==> src/rtl/core_pkg.sv <==
// Shared types and defaults for the 9-bit core's program-flow logic.
// Holds the sequencer state encoding and default PC / target-table widths.
package core_pkg;

   localparam int PC_W_DEF  = 10;
   localparam int LUT_W_DEF = 5;

   typedef enum logic [1:0] {
      ST_IDLE    = 2'd0,
      ST_RUN     = 2'd1,
      ST_MEMWAIT = 2'd2,
      ST_HALT    = 2'd3
   } seq_state_t;

   // Wait-counter width; one bit minimum so MEM_LAT=1 still elaborates
   function automatic int wait_width(input int lat);
      return (lat > 1) ? $clog2(lat) : 1;
   endfunction

endpackage

==> src/rtl/branch_lut.sv <==
// Branch/jump target table: 2^LUT_W entries of PC_W bits, zero-initialised.
// Latency: combinational read; backpressure: none.
module branch_lut
   import core_pkg::*;
#(
   parameter int PC_W  = PC_W_DEF,
   parameter int LUT_W = LUT_W_DEF
) (
   input  logic [LUT_W-1:0] idx,
   output logic [PC_W-1:0]  target
);

   // Contents are owned by whoever programs the table (benches poke entries directly)
   logic [PC_W-1:0] core [2**LUT_W] = '{default: '0};

   assign target = core[idx];

endmodule

==> src/rtl/pc_sequencer.sv <==
// Program counter / flow FSM: sequential, branch, jump, multi-cycle MemOp stall, halt and wrap fault.
// Latency: next PC visible one cycle after the deciding instruction; Commit is combinational; no backpressure.
module pc_sequencer
   import core_pkg::*;
#(
   parameter int PC_W    = PC_W_DEF,
   parameter int LUT_W   = LUT_W_DEF,
   parameter int MEM_LAT = 2,
   parameter int CYC_W   = 16
) (
   input  logic             Clk,
   input  logic             Reset,
   input  logic             Start,
   input  logic             Branch,
   input  logic             Zero,
   input  logic             Jump,
   input  logic             MemOp,
   input  logic             Halt,
   input  logic [LUT_W-1:0] TargetIdx,
   output logic [PC_W-1:0]  Prog_Ctr,
   output logic             Commit,
   output logic             Done,
   output logic             Fault,
   output logic [CYC_W-1:0] CycleCnt
);

   localparam int                WAIT_W    = wait_width(MEM_LAT);
   localparam logic [WAIT_W-1:0] WAIT_INIT = WAIT_W'(MEM_LAT - 1);
   localparam logic [WAIT_W-1:0] WAIT_LAST = WAIT_W'(1);
   localparam logic [PC_W-1:0]   PC_MAX    = '1;
   localparam logic [CYC_W-1:0]  CYC_MAX   = '1;

   seq_state_t        state_q, state_d;
   logic [PC_W-1:0]   pc_q, pc_d;
   logic [WAIT_W-1:0] wait_q, wait_d;
   logic [CYC_W-1:0]  cyc_q, cyc_d;
   logic              done_q, done_d;
   logic              fault_q, fault_d;
   logic              commit;
   logic              advance;
   logic [PC_W-1:0]   lut_target;

   branch_lut #(
      .PC_W  (PC_W),
      .LUT_W (LUT_W)
   ) u_lut (
      .idx    (TargetIdx),
      .target (lut_target)
   );

   always_comb begin
      state_d = state_q;
      pc_d    = pc_q;
      wait_d  = wait_q;
      cyc_d   = cyc_q;
      done_d  = done_q;
      fault_d = fault_q;
      commit  = 1'b0;
      advance = 1'b0;

      if ((state_q == ST_RUN || state_q == ST_MEMWAIT) && cyc_q != CYC_MAX) begin
         cyc_d = cyc_q + CYC_W'(1);
      end

      case (state_q)
         ST_IDLE, ST_HALT: begin
            if (Start) begin
               state_d = ST_RUN;
               pc_d    = '0;
               cyc_d   = '0;
               done_d  = 1'b0;
               fault_d = 1'b0;
            end
         end
         ST_RUN: begin
            if (Halt) begin
               state_d = ST_HALT;
               done_d  = 1'b1;
               commit  = 1'b1;
            end else if (MemOp && MEM_LAT > 1) begin
               state_d = ST_MEMWAIT;
               wait_d  = WAIT_INIT;
            end else if (Jump || (Branch && Zero)) begin
               pc_d   = lut_target;
               commit = 1'b1;
            end else begin
               advance = 1'b1;
            end
         end
         ST_MEMWAIT: begin
            // The RUN cycle that issued the MemOp is the first of MEM_LAT cycles
            if (wait_q == WAIT_LAST) begin
               advance = 1'b1;
            end else begin
               wait_d = wait_q - WAIT_W'(1);
            end
         end
         default: state_d = ST_IDLE;
      endcase

      if (advance) begin
         commit = 1'b1;
         if (pc_q == PC_MAX) begin
            state_d = ST_HALT;
            done_d  = 1'b1;
            fault_d = 1'b1;
         end else begin
            state_d = ST_RUN;
            pc_d    = pc_q + PC_W'(1);
         end
      end
   end

   always_ff @(posedge Clk or posedge Reset) begin
      if (Reset) begin
         state_q <= ST_IDLE;
         pc_q    <= '0;
         wait_q  <= '0;
         cyc_q   <= '0;
         done_q  <= 1'b0;
         fault_q <= 1'b0;
      end else begin
         state_q <= state_d;
         pc_q    <= pc_d;
         wait_q  <= wait_d;
         cyc_q   <= cyc_d;
         done_q  <= done_d;
         fault_q <= fault_d;
      end
   end

   assign Prog_Ctr = pc_q;
   assign Commit   = commit;
   assign Done     = done_q;
   assign Fault    = fault_q;
   assign CycleCnt = cyc_q;

endmodule

==> config.mk <==
export PLATFORM = sky130hd
export DESIGN_NAME = pc_sequencer
export DESIGN_NICKNAME = d
export VERILOG_FILES = /design/src/rtl/core_pkg.sv /design/src/rtl/branch_lut.sv /design/src/rtl/pc_sequencer.sv
export SDC_FILE = /design/constraint.sdc
export NUM_CORES = 1
export LEC_CHECK = 0
export ABC_AREA = 1
export CAP_MARGIN = 5
export CELL_PAD_IN_SITES_DETAIL_PLACEMENT = 0
export CELL_PAD_IN_SITES_GLOBAL_PLACEMENT = 1
export CORE_AREA = 4 4 91 67
export DETAILED_ROUTE_END_ITERATION = 8
export DIE_AREA = 0 0 95 71
export HOLD_SLACK_MARGIN = 0.12
export PLACE_DENSITY = 0.9
export SETUP_SLACK_MARGIN = 0.4
export SKIP_CTS_REPAIR_TIMING = 1
export SLEW_MARGIN = 25
export SYNTH_ARGS = -nofsm -noshare
export SYNTH_HDL_FRONTEND = slang
export SYNTH_SLANG_ARGS = --single-unit
==> constraint.sdc <==
create_clock -name Clk -period 4.2 [get_ports Clk]
set_input_delay 0.84 -clock Clk [delete_from_list [all_inputs] [get_ports Clk]]
set_output_delay 0.84 -clock Clk [all_outputs]
set_load 0.1 [all_outputs]
[Word level (Yosys, flattened, before mapping)]
Index checks and enable logic that the tools add are counted.
Widths: inputs -> output; s select.
Storage, ports and cells
  memories kept: 0
  RAM bits: 0
  output and inout bits: 29
  input port bits: 13
  logic and storage cells: 67
  register bits after elaboration: 31
  latch bits: 0
  ROM bits: 0
Operators by class
  mux-type cells: 39
  shifts and indexed selects: 0
  add/sub/neg operators: 3
  order comparisons: 0
  multipliers: 0
  reduce and logical (&&, ||, !) cells: 10
  equality and inequality tests: 9
  div/mod/pow operators: 0
  bitwise operators: 0
Operators by type and width (number)
  $mux 10: 6
  $mux 16: 3
  $mux 1: 20
  $pmux 10 s2: 1
  $add 16x1->16 const B: 1
  $ne 16x16->1 const B: 1
  $add 10x1->10 const B: 1
  $eq 10x10->1 const B: 1
  $mux 2: 5
  $pmux 1 s2: 3
  $reduce_and 3->1: 2
  $eq 2x2->1 const B: 2
  $ne 2x2->1 const B: 2
  $ne 4x4->1 const B: 1
  $pmux 2 s2: 1
  $ne 3x3->1 const B: 1
  $reduce_bool 3->1: 1
  $eq 2x1->1 const B: 1
  $logic_and 1x1->1: 2
  $logic_not 2->1: 1
  $logic_or 1x1->1: 2
  $reduce_bool 2->1: 1
  $reduce_or 2->1: 1
  $sub 1x1->1 const B: 1

[Logic depth before layout (Yosys ltp)]
Gate-level depths: netlist of run 1.
  word-level depth: 8
  mapped depth: 12
  gate-level depth less buffers: 12

[Cells and area by module]
Synthesis of run 1 repeated with hierarchy kept, for this count alone.
Unflattened totals
  cells, all modules: 354
  area total of the unflattened synthesis: 2313.5 um^2
By module, submodules not included
  pc_sequencer: seq. area each 775.7 um^2, times used 1, area each 2234.6 um^2, cells each 343
  branch_lut: seq. area each 0.0 um^2, times used 1, area each 78.8 um^2, cells each 11

[Least setup slack after synthesis of run 1]
Ideal clock, no wire load.
  path type: in2out
  from: input MemOp
  to: output Commit
  setup slack: 926 ps
  arrival: 2434 ps
  cell stages on the path: 3
  path buffers: 0
  required time: 3360 ps
  cell sequence: inv_1 nand2_2 o211ai_1
On the way
  cells in the longest elaborated chain, start to end: 4
  elaborated cells on any way between the ends: 7
  those cells by class: 7 x mux
RTL lines
  start: declaration: line pc_sequencer.sv:17  | input logic MemOp,
  $mux 1: line pc_sequencer.sv:80  | end else if (MemOp && MEM_LAT > 1) begin
  $mux 1: line pc_sequencer.sv:76  | if (Halt) begin
  $pmux 1 s2 / $mux 1 (equally long branches): line pc_sequencer.sv:65  | case (state_q)
  $mux 1 *: line pc_sequencer.sv:101  | if (advance) begin
  end: declaration: line pc_sequencer.sv:21  | output logic Commit,
Mark *: on every way between the ends. The rest lies on a longest branch, timed or not.

[Worst setup path in the final report of run 1]
  from: input Halt
  to: output Commit
On the way
  cells in the longest elaborated chain, start to end: 3
  elaborated cells on any way between the ends: 5
  those cells by class: 5 x mux
RTL lines
  start: declaration: line pc_sequencer.sv:18  | input logic Halt,
  $mux 1: line pc_sequencer.sv:76
  $pmux 1 s2 / $mux 1 (equally long branches): line pc_sequencer.sv:65
  $mux 1 *: line pc_sequencer.sv:101
Marked as above.

==> out/metrics.csv, run 1 <==
metric;value;unit
status;complete, no violations;
clkLatencyLatePin;0.28;ns
drt-met1-wl;2.53;mm
drv_slew;0;
die_w;95;µm
synthCells;281;
relSlewSlack;0.346;
htreeDepth;2;
cts-root-buf;clkbuf_8;
timing.final.crit_share;0.711;
rsz0062_at_grt;no;
clock_path_buffers;2;
yosys.area.top_type;dfrtp_1;
nets;338;
highest_layer;met4;
area_growth;25.0;%
grt_start_max_net_pins;32;
cts_buffers;5;
remaining_drc_errors;0;
syn_avg_cell_area;7.04;µm²
skew;0.00701;ns
drive_gt1_frac;0.0779;
hold_violations;0;
die_h;71;µm
setup_violations;0;
wl_per_cell;11.7;µm
tightest_slew;0.978;ns
antennaDiodeCount;0;
via_count;1809;
antenna_found_initial;0;
cp.arrival;2.15;ns
whs;0.482;ns
io_pins;42;
setup_tns;0;ns
drt_iter0_drc;82;
wl;4.60;mm
grt_pass1_wl;7.84;mm
vias_per_cell;4.60;
postRouteAntennaNets;0;
synth_warnings;0;
grt_usage;0.146;
ys_types;29;
start_kind;input pin;
synth_area;0.00198;mm²
grt_pass1_vias;1660;
port_buffers;36;
path_clk_slew;0.07;ns
coreArea;0.00517;mm²
placementRows;22;
syn_nets;299;
synthTopCellsByArea;dfrtp_1 (39%), nand2_1 (16%), nor2_1 (6.6%);
synth.yosys.seq_area_share;0.392;
wl_met2;1.77;mm
min_period;2.99;ns
fmax;335;MHz
cts_tree;built;
initial_core_util;0.382;
ys_seq_elements;31;
yosys.area.top_type_share;0.392;
cp_max_fo;6;
fillers;539;
place_hpwl;3.40;mm
max-cap-violations;0;
vdd_drop_max;0.210;mV
power;1.44;mW
synthFlopType;dfrtp_1;
async_flop_share;1.00;
wl_met3;250;µm
required;3.36;ns
place_congestion;0.761;
cts_sinks;31;
synth_most_common_cell;nand2_1;
grt-ovfl-total;0;
postPlaceCellArea;0.00239;mm²
p_per_area;580;mW/mm²
synth_common_cells;nand2_1 (83), nor2_1 (35), inv_1 (32);
final_area;0.00247;mm²
endpoint_kind;primary output;
p_leak;1.10;nW
synth_edf_count;0;
dieArea;0.00675;mm²
r2r_slack;2.22;ns
hp-class;reg -> reg;
drtPass1Iterations;4;
path_class;in -> out;
worst max-delay path, cell delays in order:
cell and delay (ns):
clkdlybuf4s50_1 0.50, nor2_2 0.16, nand2_1 0.06, nand2_1 0.07
nand2_2 0.11, o211ai_1 0.10, buf_4 0.31
per-layer routing:
| layer | GRT usage | up-vias |
|---|---|---|
| li1 | - | 979 |
| met1 | 0.219 | 797 |
| met2 | 0.201 | 31 |
| met3 | 0.0383 | 2 |
| met4 | 0.0480 | 0 |
| met5 | 0 | - |
final timing paths:
check | depth (start not counted) | from | end
worst max register to register | 9 | CycleCnt[1] | CycleCnt[4]
worst max-delay path | 7 | Halt | Commit
worst min-delay path | 1 | wait_q | wait_q
max in group asynchronous | 3 | Reset | CycleCnt[8]
worst min register to register | 1 | wait_q | wait_q
min in group asynchronous | 3 | Reset | CycleCnt[11]
flip-flops by register name (all words and copies together) (netlist names):
signal	cells
Done	1
Prog_Ctr	10
CycleCnt	16
Fault	1
state_q	2
wait_q	1
per-stage QoR:
stage                     setup slack (ns)  std cells  utilization
final                                 1.21        393        0.478
after global routing                  1.09        393        0.478
after CTS                             1.20        393        0.478
after detailed placement              1.21        385        0.462
after global placement                1.21        385        0.462
after floorplan                      0.926        281            -
where the power goes:
| group | internal [mW] | leakage, nW | switching, mW | total, mW |
|---|---|---|---|---|
| clock | 0.116 | 0.0422 | 0.108 | 0.224 |
| sequential | 0.341 | 0.416 | 0.0431 | 0.384 |
| combinational | 0.201 | 0.639 | 0.626 | 0.827 |
logic make-up (layout without fill, tap and decap cells):
group | after synthesis | after routing | share of synthesized area
buffers and inverters | 40 | 80 | 0.0885
adders and majority gates | 5 | 5 | 0.0316
DFF | 31 | 31 | 0.392
xor gates and xnor gates | 6 | 6 | 0.0265
and+or+nand+nor | 166 | 166 | 0.370
AOI/OAI and AO/OA | 33 | 33 | 0.0917
area by class of cell:
| cell class | instances | area (µm²) | area share |
|---|---|---|---|
| repair buffers | 37 | 365 | 0.148 |
| inverters | 35 | 133 | 0.0536 |
| multi-input cells | 210 | 1030 | 0.416 |
| well taps | 72 | 90.1 | 0.0364 |
| clock inverters | 1 | 5.00 | 0.00202 |
| clock buffers | 7 | 76.3 | 0.0309 |
| flip-flops and latches | 31 | 776 | 0.314 |
cells in the final DEF, fill, tap and decap left out, drive strengths merged:
cell	count
a21o	1
a21oi	9
a22oi	1
a31oi	1
buf	2
clkbuf	7
clkdlybuf4s50	35
clkinv	2
dfrtp	31
ha	5
inv	34
nand2	87
nand3	25
nand4	5
nor2	43
nor3	5
o211ai	1
o21ai	17
o21bai	3
or2	1
xnor2	5
xor2	1
Note: power is estimated with default switching activity, not from simulation.
==> run 2, diff against run 1 <==
--- a/config.mk
+++ b/config.mk
@@ -9,11 +9,11 @@
 export CAP_MARGIN = 5
 export CELL_PAD_IN_SITES_DETAIL_PLACEMENT = 0
 export CELL_PAD_IN_SITES_GLOBAL_PLACEMENT = 1
-export CORE_AREA = 4 4 91 67
+export CORE_AREA = 4 4 100 73
 export DETAILED_ROUTE_END_ITERATION = 8
-export DIE_AREA = 0 0 95 71
+export DIE_AREA = 0 0 104 77
 export HOLD_SLACK_MARGIN = 0.12
-export PLACE_DENSITY = 0.9
+export PLACE_DENSITY = 0.8
 export SETUP_SLACK_MARGIN = 0.4
 export SKIP_CTS_REPAIR_TIMING = 1
 export SLEW_MARGIN = 25
==> constraint.sdc (replaced) <==
create_clock -name Clk -period 2.5 [get_ports Clk]
set_input_delay 0.5 -clock Clk [delete_from_list [all_inputs] [get_ports Clk]]
set_output_delay 0.5 -clock Clk [all_outputs]
set_load 0.1 [all_outputs]
==> run 2 against run 1 <==
  * Die area is 19% higher
  * Sequential share of layout area shrank 0.67 points
  * Clock-buffer cell count grew 1
  * Routed wire length is 11% higher
  * Via count rose by 1.7%
  * Utilization decreased by 7.1 points
  * Critical path depth is the same
  * Sequential power increased by 71%
  * Combinational power increased by 90%
  * Register-to-register slack got worse by 1.6 ns
  * Non-clock buffer count increased by 6
  * Power up 86%
  * Largest cell class unchanged
==> out/metrics.csv, run 2 (synthesis results as in run 1) <==
metric;value;unit;change
status;complete, no violations;;
port_buffers;36;;unchanged
grt_start_max_net_pins;32;;unchanged
slowest_delay;0.43;ns;-0.07 ns
dieArea;0.00801;mm²;+19%
vdd_drop_max;0.372;mV;+77%
p_per_area;1050;mW/mm²;+81%
skew;0.00796;ns;+0.000952 ns
fmax;456;MHz;
place_congestion;0.789;;+3.6%
postLayoutCoreUtil;0.407;;-0.0707
place_hpwl;3.78;mm;+11%
grt_pass1_wl;8.60;mm;+9.7%
tightest_slew;0.483;ns;-0.495 ns
start_kind;input pin;;
via_count;1839;;+1.7%
mostFrequentLayoutCell;nand2_1;;
hold_violations;0;;unchanged
nets;344;;+1.8%
crit_buf_inv;2;;unchanged
path_class;in -> out;;
combPwrFrac;0.587;;+0.011
power_frac_seq;0.246;;-0.022
setup_violations;0;;unchanged
cp.arrival;1.69;ns;-0.46 ns
die_w;104;µm;+9.5%
whs;0.488;ns;+0.00665 ns
cts_buffers;5;;unchanged
drive_gt1_frac;0.217;;+0.139
antennaDiodeCount;0;;unchanged
power_switching;1.39;mW;+78%
timing.final.crit_share;0.876;;
htreeDepth;2;;unchanged
drt_iter0_drc;105;;+28%
min_path_cells;1;;unchanged
die_h;77;µm;+8.5%
max-cap-violations;0;;unchanged
crit_family;buffers and inverters;;
reg2reg_depth;8;;-1
p_leak;1.23;nW;+12%
grt_pass1_vias;1700;;+2.4%
antenna_found_initial;0;;unchanged
cts-root-buf;clkbuf_8;;
layout.cells.non_filler;405;;+3.1%
cts_sinks;31;;unchanged
switching_share;0.520;;-0.0220
grt_usage;0.132;;-0.0144
grt-ovfl-total;0;;unchanged
min_period;2.19;ns;
coreArea;0.00625;mm²;+21%
vias_per_cell;4.54;;-1.4%
rsz0062_at_grt;yes;;
clkLatencyLatePin;0.29;ns;about the same
wl;5.12;mm;+11%
final_cell_mix;nand2_1 (82), nor2_1 (35), buf_4 (35);;
clock_path_buffers;2;;unchanged
remaining_drc_errors;0;;unchanged
relSlewSlack;0.675;;+0.329
cts_tree;built;;
required;2.00;ns;-1.36 ns
cp.depth;7;;unchanged
internal_power;1.28;mW;+95%
power;2.67;mW;+86%
initial_core_util;0.317;;-0.0656
fillers;665;;+23%
post-place-cells;393;;+2.1%
p_clk_frac;0.168;;+0.012
largest_reg_flops;16;;unchanged
io_pins;42;;unchanged
drtPass1Iterations;4;;unchanged
wl_per_cell;12.6;µm;+8.1%
placementRows;24;;+9.1%
path_clk_slew;0.07;ns;about the same
cp_slowest_cell;clkdlybuf4s50_1;;
crit_chain;clkdlybuf4s50_1 > a21oi_2 > nand2_1 > nand2_2 > nand2_4 > o211ai_1 > clkbuf_16;;
cp_max_fo;3;;-3
hp-class;reg -> reg;;
drv_slew;0;;unchanged
area_growth;28.5;%;
endpoint_kind;primary output;;
postRouteAntennaNets;0;;unchanged
## run 2: cell type report
type / instances / area, µm² / area share
multi-input combinational: 210 / 1060 / 0.419
sequential: 31 / 781 / 0.307
timing repair buffer: 43 / 365 / 0.144
inverter: 35 / 135 / 0.0531
clock buffer: 8 / 100 / 0.0394
tap: 78 / 97.6 / 0.0384
## run 2: path summary, 6_finish.rpt
| kind | startpoint | endpoint | slack, ns |
|---|---|---|---|
| max in group asynchronous | Reset | CycleCnt[0] | 1.58 |
| min in group asynchronous | Reset | CycleCnt[15] | 0.60 |
| worst max register to register | CycleCnt[1] | CycleCnt[0] | 0.65 |
| worst min-delay path | wait_q | wait_q | 0.49 |
| worst max-delay path | Branch | Commit | 0.31 |
| worst min register to register | wait_q | wait_q | 0.49 |
## run 2: per-layer routing
layer  up-vias  wire [µm]  track usage
met5         -          0            0
met4         0         40       0.0438
met3         2        212       0.0319
met2        32       2130        0.190
met1       826       2740        0.191
li1        979          -            -
## run 2: power by group through the flow
| stage | Clock [mW] | Combinational [mW] | Sequential, mW |
|---|---|---|---|
| 4_1_cts | 0.460 | 1.49 | 0.655 |
| 2_1_floorplan | 0 | 0.831 | 1.00 |
| 6_report | 0.448 | 1.57 | 0.655 |
| 3_3_place_gp | 0 | 1.48 | 0.663 |
| 3_5_place_dp | 0 | 1.49 | 0.664 |
| 5_1_grt | 0.482 | 1.70 | 0.670 |
## run 2: through the flow
step,instance area [µm²],setup slack [ns],setup TNS [ns]
final,2540,0.309,0
after floorplan,2000,-0.158,-0.158
after global routing,2540,0.198,0
after CTS,2480,0.167,0
after detailed placement,2380,0.205,0
after global placement,2380,0.220,0
==> run 3, diff against run 2 <==
--- a/config.mk
+++ b/config.mk
@@ -9,9 +9,9 @@
 export CAP_MARGIN = 5
 export CELL_PAD_IN_SITES_DETAIL_PLACEMENT = 0
 export CELL_PAD_IN_SITES_GLOBAL_PLACEMENT = 1
-export CORE_AREA = 4 4 100 73
+export CORE_AREA = 4 4 61 119
 export DETAILED_ROUTE_END_ITERATION = 8
-export DIE_AREA = 0 0 104 77
+export DIE_AREA = 0 0 65 123
 export HOLD_SLACK_MARGIN = 0.12
 export PLACE_DENSITY = 0.8
 export SETUP_SLACK_MARGIN = 0.4
==> run 3 against run 2 <==
  * Design area is 5.3% higher
  * Critical path type is now reg -> out
  * Sequential power grew 0.8%
  * Largest power group unchanged
  * Register-to-register slack lost 0.03 ns
  * Combinational power rose by 3%
  * Hold slack got worse by 0.0079 ns
  * Cell count rose by 3.7%
==> out/metrics.csv, run 3 (synthesis results as in run 1) <==
metric;value;unit;change
status;complete, no violations;;
initial_core_util;0.314;;-0.00320
wl_per_cell;12.7;µm;+0.42%
mostFrequentLayoutCell;nand2_1;;
max-cap-violations;0;;unchanged
place_hpwl;4.02;mm;+6.3%
final_cell_mix;nand2_1 (82), buf_4 (42), nor2_1 (35);;
coreArea;0.00631;mm²;+1.0%
cp_max_fo;4;;+1
timing.final.crit_share;0.878;;+0.00175
setup_tns;0;ns;unchanged
pre_cts_ws;0.233;ns;+0.0276 ns
vdd_drop_max;0.845;mV;+130%
cts-root-buf;clkbuf_16;;
postRouteAntennaNets;0;;unchanged
dieArea;0.00800;mm²;-0.16%
nets;351;;+2.0%
cts_sinks;31;;unchanged
start_kind;flop;;
required;2.00;ns;about the same
cts_buffers;5;;unchanged
tightest_slew;0.431;ns;-0.0518 ns
crit_family;flip-flops;;
placementRows;41;;+71%
remaining_drc_errors;0;;unchanged
slowest_delay;0.41;ns;-0.02 ns
port_buffers;36;;unchanged
grt_usage;0.140;;+0.00869
path_clk_slew;0.05;ns;-0.02 ns
drive_gt1_frac;0.234;;+0.0164
min_period;2.20;ns;+0.00437 ns
p_leak;1.29;nW;+5.0%
die_w;65;µm;-38%
cts_tree;built;;
clkLatencyLatePin;0.28;ns;about the same
largest_reg_flops;16;;unchanged
fmax;456;MHz;-0.20%
hp-class;reg -> reg;;
p_per_area;1120;mW/mm²;+6.5%
skew;0.00379;ns;-0.00417 ns
rsz0062_at_grt;yes;;
die_h;123;µm;+60%
cp_slowest_cell;dfrtp_1;;
hold_violations;0;;unchanged
grt-ovfl-total;0;;unchanged
antennaDiodeCount;0;;unchanged
antenna_found_initial;0;;unchanged
setup_violations;0;;unchanged
cp.arrival;1.70;ns;about the same
endpoint_kind;primary output;;
area_growth;35.3;%;
drt_iter0_drc;75;;-29%
drtPass1Iterations;4;;unchanged
grt_start_max_net_pins;32;;unchanged
final.setup.worst_slack;0.305;ns;-0.00437 ns
drv_slew;0;;unchanged
htreeDepth;2;;unchanged
path_class;reg -> out;;
relSlewSlack;0.710;;+0.0348
grt_pass1_wl;8.58;mm;-0.16%
wl;5.33;mm;+4.1%
via_count;1980;;+7.7%
crit_chain;inv_2 > ha_4 > nand2_4 > nor2_4 > nand2_1 > nand2_2 > nand2_4 > o211ai_1 > clkbuf_16;;
vias_per_cell;4.71;;+3.8%
crit_buf_inv;2;;unchanged
cp_common_cell;nand2_4;;
clock_path_buffers;2;;unchanged
io_pins;42;;unchanged
place_congestion;0.835;;+5.8%
grt_pass1_vias;1864;;+9.6%
-- run 3: cell count changes in the layout (fill, tap and decap cells not counted), sizes merged --
cell / before / now
bufinv: 0 / 1
clkinv: 1 / 2
clkbuf: 9 / 7
buf: 35 / 42
dlymetal6s2s: 3 / 2
clkdlybuf4s50: 4 / 5
-- run 3: cell type report --
class	count	area (µm²)
timing repair buffer	50	415
clock inverter	2	35.0
inverter	35	135
fill	681	3630
multi-input combinational	210	1060
sequential	31	781
clock buffer	6	139
tap	86	108
-- run 3: where the power goes --
group / leakage (nW) / internal [mW] / switching (mW)
logic: 0.789 / 0.495 / 1.11
clock network: 0.0868 / 0.495 / 0.229
registers: 0.411 / 0.578 / 0.0815
-- run 3: worst paths after layout --
kind | cells past startpoint | slack, ns | endpoint | from
worst max-delay path | 9 | 0.30 | Commit | state_q[1]
worst min-delay path | 1 | 0.48 | wait_q | wait_q
worst max register to register | 10 | 0.62 | CycleCnt[8] | CycleCnt[0]
worst min register to register | 1 | 0.48 | wait_q | wait_q
max in group asynchronous | 3 | 1.56 | CycleCnt[1] | Reset
min in group asynchronous | 3 | 0.62 | CycleCnt[4] | Reset
-- run 3: per-layer routing --
metal	wire (µm)	up-vias	track usage
met3	244	11	0.0318
li1	-	1002	-
met2	2930	46	0.262
met5	0	-	0
met1	2000	921	0.137
met4	161	0	0.0821
-- run 3: per-stage QoR --
stage / hold WS [ns] / std cells / area (µm²) / power (mW) / util
CTS: 0.481 / 411 / 2580 / 2.89 / 0.409
finish: 0.480 / 420 / 2680 / 2.99 / 0.424
detailed placement: 0.467 / 403 / 2400 / 2.16 / 0.381
global route: 0.491 / 420 / 2680 / 3.20 / 0.424
global placement: 0.460 / 403 / 2400 / 2.14 / 0.381
floorplan: 0.444 / 281 / 2000 / 1.83 / -
